===== src/rtl/dram_addr_mapper.sv =====
// dram_addr_mapper: registered L2-to-DRAM address split with open-row hit tracking and 2-entry skid buffer
module dram_addr_mapper #(
    parameter int ADDR_WIDTH   = 20,
    parameter int NUM_OF_BANKS = 8,
    parameter int NUM_OF_ROWS  = 128,
    parameter int NUM_OF_COLS  = 8,
    parameter int CNT_WIDTH    = 16,
    localparam int BANK_W = $clog2(NUM_OF_BANKS),
    localparam int ROW_W  = $clog2(NUM_OF_ROWS),
    localparam int COL_W  = $clog2(NUM_OF_COLS)
) (
    input  logic                  clk,
    input  logic                  rst_n,
    input  logic [1:0]            cfg_mode,
    input  logic                  flush,
    input  logic                  in_valid,
    output logic                  in_ready,
    input  logic [ADDR_WIDTH-1:0] in_addr,
    output logic                  out_valid,
    input  logic                  out_ready,
    output logic [BANK_W-1:0]     out_bank_id,
    output logic [ROW_W-1:0]      out_row_id,
    output logic [COL_W-1:0]      out_col_id,
    output logic                  out_row_hit,
    output logic                  out_err,
    output logic [CNT_WIDTH-1:0]  hit_count,
    output logic [CNT_WIDTH-1:0]  miss_count
);
    localparam int USED_W = COL_W + BANK_W + ROW_W;
    localparam int RW = BANK_W + ROW_W + COL_W + 2;
    logic [COL_W-1:0] col;
    logic [BANK_W-1:0] bank0, bank1, bank;
    logic [ROW_W-1:0] row0, row1, row;
    logic err, hit, accept, pop, skid_valid, wr;
    logic [RW-1:0] res, out_q, skid_q;
    logic [NUM_OF_BANKS-1:0] tv;
    logic [ROW_W-1:0] tr [NUM_OF_BANKS];
    assign col   = in_addr[COL_W-1:0];
    assign bank0 = in_addr[COL_W+BANK_W-1:COL_W];
    assign row0  = in_addr[USED_W-1:COL_W+BANK_W];
    assign row1  = in_addr[COL_W+ROW_W-1:COL_W];
    assign bank1 = in_addr[USED_W-1:COL_W+ROW_W];
    assign accept = in_valid && in_ready;
    assign pop = out_valid && out_ready;
    assign in_ready = !skid_valid;
    assign wr = accept && !err;
    assign res = {bank, row, col, hit, err};
    assign {out_bank_id, out_row_id, out_col_id, out_row_hit, out_err} = out_q;
    always_comb begin
        bank = cfg_mode == 2'd1 ? bank1 : cfg_mode == 2'd2 ? bank0 ^ row0[BANK_W-1:0] : bank0;
        row  = cfg_mode == 2'd1 ? row1 : row0;
        err  = cfg_mode == 2'd3 || |(in_addr >> USED_W);
        hit  = !err && !flush && tv[bank] && tr[bank] == row;
    end
    always_ff @(posedge clk)
        if (wr) tr[bank] <= row;
    always_ff @(posedge clk or negedge rst_n) begin
        if (!rst_n) begin
            tv         <= '0;
            hit_count  <= '0;
            miss_count <= '0;
            out_valid  <= 1'b0;
            skid_valid <= 1'b0;
            out_q      <= '0;
            skid_q     <= '0;
        end else begin
            tv <= (flush ? '0 : tv) | (wr ? NUM_OF_BANKS'(1) << bank : '0);
            if (wr && hit && ~&hit_count) hit_count <= hit_count + CNT_WIDTH'(1);
            if (wr && !hit && ~&miss_count) miss_count <= miss_count + CNT_WIDTH'(1);
            if (!out_valid || pop) begin
                out_valid  <= skid_valid || accept;
                out_q      <= skid_valid ? skid_q : accept ? res : out_q;
                skid_valid <= 1'b0;
            end else if (accept) begin
                skid_valid <= 1'b1;
                skid_q     <= res;
            end
        end
    end
endmodule

===== config.mk =====
export PLATFORM = sky130hd
export DESIGN_NAME = dram_addr_mapper
export DESIGN_NICKNAME = d
export VERILOG_FILES = /design/src/rtl/dram_addr_mapper.sv
export SDC_FILE = /design/constraint.sdc
export NUM_CORES = 1
export LEC_CHECK = 0
export CAP_MARGIN = 15
export CORE_MARGIN = 2
export CORE_UTILIZATION = 53
export DETAILED_ROUTE_END_ITERATION = 16
export PLACE_DENSITY = 0.77
export REMOVE_ABC_BUFFERS = 1
export SLEW_MARGIN = 25
export SYNTH_ARGS = -nofsm -noshare
export SYNTH_HDL_FRONTEND = slang
export SYNTH_SLANG_ARGS = --single-unit

===== constraint.sdc =====
create_clock -name clk -period 4.6 [get_ports clk]
set_clock_uncertainty 0.05 [all_clocks]
set_input_delay 0.92 -clock clk [delete_from_list [all_inputs] [get_ports clk]]
set_output_delay 0.92 -clock clk [all_outputs]
set_load 0.01 [all_outputs]

# Word level (Yosys, flattened, before mapping)
# Memory sizes are Yosys's and may differ from the RTL's.
# Index checks and enable logic that the tools add are counted.
# word_totals
regBits,72
ramBits,56
inputBits,27
output_inout_bits,49
elab_cells,59
mem_count,1
# op_classes
addsub,2
magnitude_cmp,1
eq_ne,4
n_shift,1
mux,13
bitwise,3
n_reduce_logical,27
# memory_table
memory,depth,width,rd,rd_clocked_by_memory_dff,write_ports,line_no,source
tr,8,7,1,0,1,37,logic [ROW_W-1:0] tr [NUM_OF_BANKS];
# ops
cell,count
$add 16x1->16 const B,2
$reduce_and 16->1,2
$mux 15,2
$mux 8,2
$logic_and 1x1->1,10
$or 8x8->8,1
$shl 1x3->8 const A,1
$eq 7x7->1,1
$logic_not 1->1,7
$mux 7,1
$reduce_or 7->1,1
$mux 3,2
$mux 1,5
$eq 2x2->1 const B,2
$lt 3x4->1 const B,1
$reduce_and 2->1,2
$reduce_bool 2->1,2
$bmux 1 s3,1
$logic_or 1x1->1,3
$xor 3x3->3,1
$eq 2x1->1 const B,1
$not 1->1,1

# Logic depth before layout (Yosys ltp)
# depth
word_depth,10
ltp_mapped,14
mapped_depth_nobuf,9

# Worst setup path after synthesis
# Ideal clock, no wire load.
# synth_timing
path_type,input -> register
startpoint,input port cfg_mode[1]
endpoint,register hit_count[4]
setup_time_ps,128
t_arrival_ps,3584
t_required_ps,4422
path_slack_ps,837
cell_stages,13
path_buffers,4
cell_sequence,buf_6 > mux2_4 > a221o_1 > buf_4 > buf_6 > nand2_1 > nand3_1 > a31o_2 > a222oi_1 > and4_1 > buf_6 > or3b_1 > xnor2_1
# synth_via
elab_chain_len,9
word_cells_on_any_way,18
classes_between,4 x eq/ne; 5 x mux; 8 x reduce/logical; 1 x memory
# synth_lines
item,line_no,source
start: declaration,14,"input logic [1:0] cfg_mode,"
"parallel branches: the longest is 7 deep, another holds $mem_v2 8x7",n/a,
$logic_and 1x1->1 (*) (2 in a row),68,if (wr && hit && ~&hit_count) hit_count <= hit_count + CNT_WIDTH'(1);
end signal: assignment,68,
end: declaration,26,"output logic [CNT_WIDTH-1:0] hit_count,"
# Every way passes the cells marked *. The select of a mux whose other input is x is not followed.
# A chain may end at the register's enable or synchronous reset.

# Final worst setup path
# Ends and elaborated chain as after synthesis.

==> impl_metrics.sql <==
INSERT INTO impl_metrics (metric_group, metric, value, unit) VALUES
('outcome', 'outcome', 'complete, no violations', ''),
('power_and_ir_drop', 'leakage', '3.12', 'nW'),
('job', 'max-cap-violations', '0', ''),
('floorplan', 'initial_core_util', '54.1', '%'),
('drt', 'drt_iter0_drc', '411', ''),
('global_route', 'grt_first_pass_wirelength', '21900', 'um'),
('synthesis', 'synth.avg_cell_area', '11.8', 'um^2'),
('synthesis', 'netlist.area_leader.share', '30.9', '%'),
('cts', 'cts_sinks', '128', ''),
('cts', 'htreeDepth', '4', ''),
('place', 'placement.io_buffers', '75', ''),
('worst_setup_path', 'path_max_fanout', '8', ''),
('worst_setup_path', 'worstSetupStartpointType', 'primary input', ''),
('cts', 'post_cts.resized_instances', '0', ''),
('synthesis', 'asyncSetResetFlopFracSynth', '56.3', '%'),
('timing', 'timing_worst_slew_pin_value', '985', 'ps'),
('power_and_ir_drop', 'vdd_drop_max', '0.217', 'mV'),
('synthesis', 'synth_enable_flop_cells', '56', ''),
('power_and_ir_drop', 'power_density', '397', 'nW/um^2'),
('timing', 'maxClockFrequency', '0.238', 'GHz'),
('worst_setup_path', 'cp_top_family', 'simple AND/OR/NAND/NOR gates', ''),
('place', 'place_area', '6850', 'um^2'),
('finish', 'diodes', '0', ''),
('timing', 'relSlewSlack', '34.3', '%'),
('drt', 'viasPerCell', '5.76', ''),
('timing', 'final-setup-viol-count', '0', ''),
('global_route', 'globalRoute.busiestLayer', 'met2', ''),
('drt', 'drtPass1Iterations', '5', ''),
('finish', 'final_util', '68.9', '%'),
('finish', 'area_growth_syn_to_layout', '27.3', '%'),
('drt', 'route.detailed.wl_per_inst', '18.4', 'um'),
('synthesis', 'synth_area_leader_cell', 'sky130_fd_sc_hd__dfrtp_1', ''),
('global_route', 'globalRouteTotalUtil', '24.8', '%'),
('timing', 'drv_slew', '0', ''),
('finish', 'drive_gt1_share', '14.5', '%'),
('synthesis', 'synth_seq_cells', '128', ''),
('cts', 'post-cts-setup-buffers', '0', ''),
('worst_setup_path', 'critPathArrivalTime', '4550', 'ps'),
('min_path', 'timing.hold.worst.class', 'in2async', ''),
('drt', 'route.detailed.drc', '0', ''),
('worst_setup_path', 'worst_ep_required_time', '4950', 'ps'),
('worst_setup_path', 'cp_cell_sequence', 'clkdlybuf4s50_1, buf_4, a21oi_1, nor3_1, nor3_1, a22o_1, or3_1, a222oi_1, and4_1, or3b_1, xnor2_1', ''),
('global_route', 'antenna_found_initial', '0', ''),
('cts', 'cts-hold-fix-buffers', '0', ''),
('synthesis', 'number_of_different_library_cells_in_the_post_synthesis_netlist', '54', ''),
('drt', 'detail-route-antenna-nets', '0', ''),
('timing', 'final.period_utilization', '91.3', '%'),
('worst_setup_path', 'ff2ff_setup_slack', '1690', 'ps'),
('cts', 'cts_inserted_buffers', '17', ''),
('synthesis', 'post_synth_most_frequent_cells', 'sky130_fd_sc_hd__dfrtp_1, sky130_fd_sc_hd__edfxtp_1, sky130_fd_sc_hd__nand2_1, sky130_fd_sc_hd__nor2_1, sky130_fd_sc_hd__xor2_1', ''),
('drt', 'finalWirelength', '13800', 'um'),
('synthesis', 'seq_area_frac_synth', '59.7', '%'),
('place', 'detailed_place_hpwl', '9490', 'um'),
('synthesis', 'ys_top_cells_by_area', 'sky130_fd_sc_hd__dfrtp_1, sky130_fd_sc_hd__edfxtp_1, sky130_fd_sc_hd__mux2i_1, sky130_fd_sc_hd__xor2_1, sky130_fd_sc_hd__nand2_1', ''),
('worst_setup_path', 'critPathSlowestCell', 'sky130_fd_sc_hd__nor3_1', ''),
('drt', 'route.vias.total', '4302', ''),
('finish', 'num-fill-cells', '729', ''),
('place', 'finalWeightedCongestion', '0.925', ''),
('global_route', 'first_global_vias', '4310', ''),
('global_route', 'grt_overflow_total', '0', ''),
('worst_setup_path', 'cp_common_cell', 'sky130_fd_sc_hd__nor3_1', ''),
('global_route', 'largest_net_degree_at_the_start_of_global_routing', '40', ''),
('floorplan', 'num_io_pins', '76', ''),
('timing', 'rsz0062_at_grt', 'false', ''),
('worst_setup_path', 'critical-path-max-stage-delay', '650', 'ps'),
('synthesis', 'syn_area', '5840', 'um^2'),
('cts', 'clk_pin_slew', '60', 'ps'),
('synthesis', 'ys_dominant_reg_cell', 'sky130_fd_sc_hd__dfrtp_1', ''),
('worst_setup_path', 'setup.worst_path.end_class', 'flop', ''),
('worst_setup_path', 'cp.buffers_inverters', '2', ''),
('floorplan', 'core_area', '10800', 'um^2');
## worst paths after layout
| kind | startpoint | cells past startpoint | to |
|---|---|---|---|
| min in group clk | out_q[13] | 2 | out_q[13] |
| hold reg to reg | out_q[13] | 2 | out_q[13] |
| hold / removal | rst_n | 1 | hit_count[9] |
| setup reg to reg | skid_valid | 9 | hit_count[10] |
| setup / recovery | cfg_mode[1] | 11 | hit_count[4] |
| max in group asynchronous | rst_n | 2 | hit_count[4] |
## through the flow
| step | worst slack (ps) | power, W | hold slack (ps) | instances | TNS (ps) |
|---|---|---|---|---|---|
| 2_1_floorplan | 67.9 | 0.00148 | 430 | 472 | 0 |
| 5_1_grt | 186 | 0.00306 | 459 | 747 | 0 |
| 4_1_cts | 483 | 0.00297 | 420 | 747 | 0 |
| 3_3_place_gp | 153 | 0.00165 | 412 | 715 | 0 |
| 3_5_place_dp | -34.0 | 0.00166 | 426 | 715 | -34.0 |
| 6_report | 398 | 0.00295 | 405 | 747 | 0 |
## metal layers
layer	vias up	routed length (um)
met1	2084	5730
met3	26	1030
met2	202	6750
li1	1990	-
met4	0	263
met5	-	0
## cell usage in the layout (no fill, tap or decap), types with 4 or more instances in the layout
cell type and n:
sky130_fd_sc_hd__buf_4 26, sky130_fd_sc_hd__nor3_1 21, sky130_fd_sc_hd__nand3_1 17, sky130_fd_sc_hd__xor2_1 26, sky130_fd_sc_hd__clkinvlp_4 4, sky130_fd_sc_hd__a32oi_1 5
sky130_fd_sc_hd__inv_1 17, sky130_fd_sc_hd__nand2_1 56, sky130_fd_sc_hd__a21oi_1 24, sky130_fd_sc_hd__and3_1 8, sky130_fd_sc_hd__mux2i_1 24, sky130_fd_sc_hd__xnor2_1 5
sky130_fd_sc_hd__clkbuf_16 16, sky130_fd_sc_hd__nor2_1 36, sky130_fd_sc_hd__clkinv_2 4, sky130_fd_sc_hd__edfxtp_1 56, sky130_fd_sc_hd__nor4_1 5, sky130_fd_sc_hd__mux2_2 16
sky130_fd_sc_hd__dfrtp_1 72, sky130_fd_sc_hd__o21ai_0 18, sky130_fd_sc_hd__o22ai_1 10, sky130_fd_sc_hd__clkdlybuf4s50_1 74, sky130_fd_sc_hd__nand4_1 8
## cells by family (layout without fill, tap and decap cells)
family	count (synthesis)	after routing	share of synthesized area (%)
compound gates	74	74	8.34
xor+xnor	31	31	4.65
fa+ha+maj	2	2	0.428
buf+inv	40	153	3.77
flops	128	128	59.7
mux	44	44	8.55
simple gates	175	175	14.6
## registers in the layout (all words and copies together), names as in the netlist
name and flops:
hit_count 16, miss_count 16, out_q 15, out_valid 1, skid_q 15, skid_valid 1, tr 56, tv 8
## layout make-up
type | instances | area, um^2 | area share [%]
sequential | 128 | 3480 | 46.9
timing repair buffer | 103 | 981 | 13.2
inverter | 18 | 67.6 | 0.909
clock buffer | 17 | 414 | 5.57
multi-input combinational | 326 | 2140 | 28.8
tap | 140 | 175 | 2.36
clock inverter | 15 | 170 | 2.29
## power breakdown
group	switching (W)	internal, W	total [W]
Combinational	0.000184	0.000171	0.000355
Clock	0.000487	0.000820	0.00131
Sequential	0.0000348	0.00126	0.00129
Note: power is estimated with default switching activity, not from simulation.
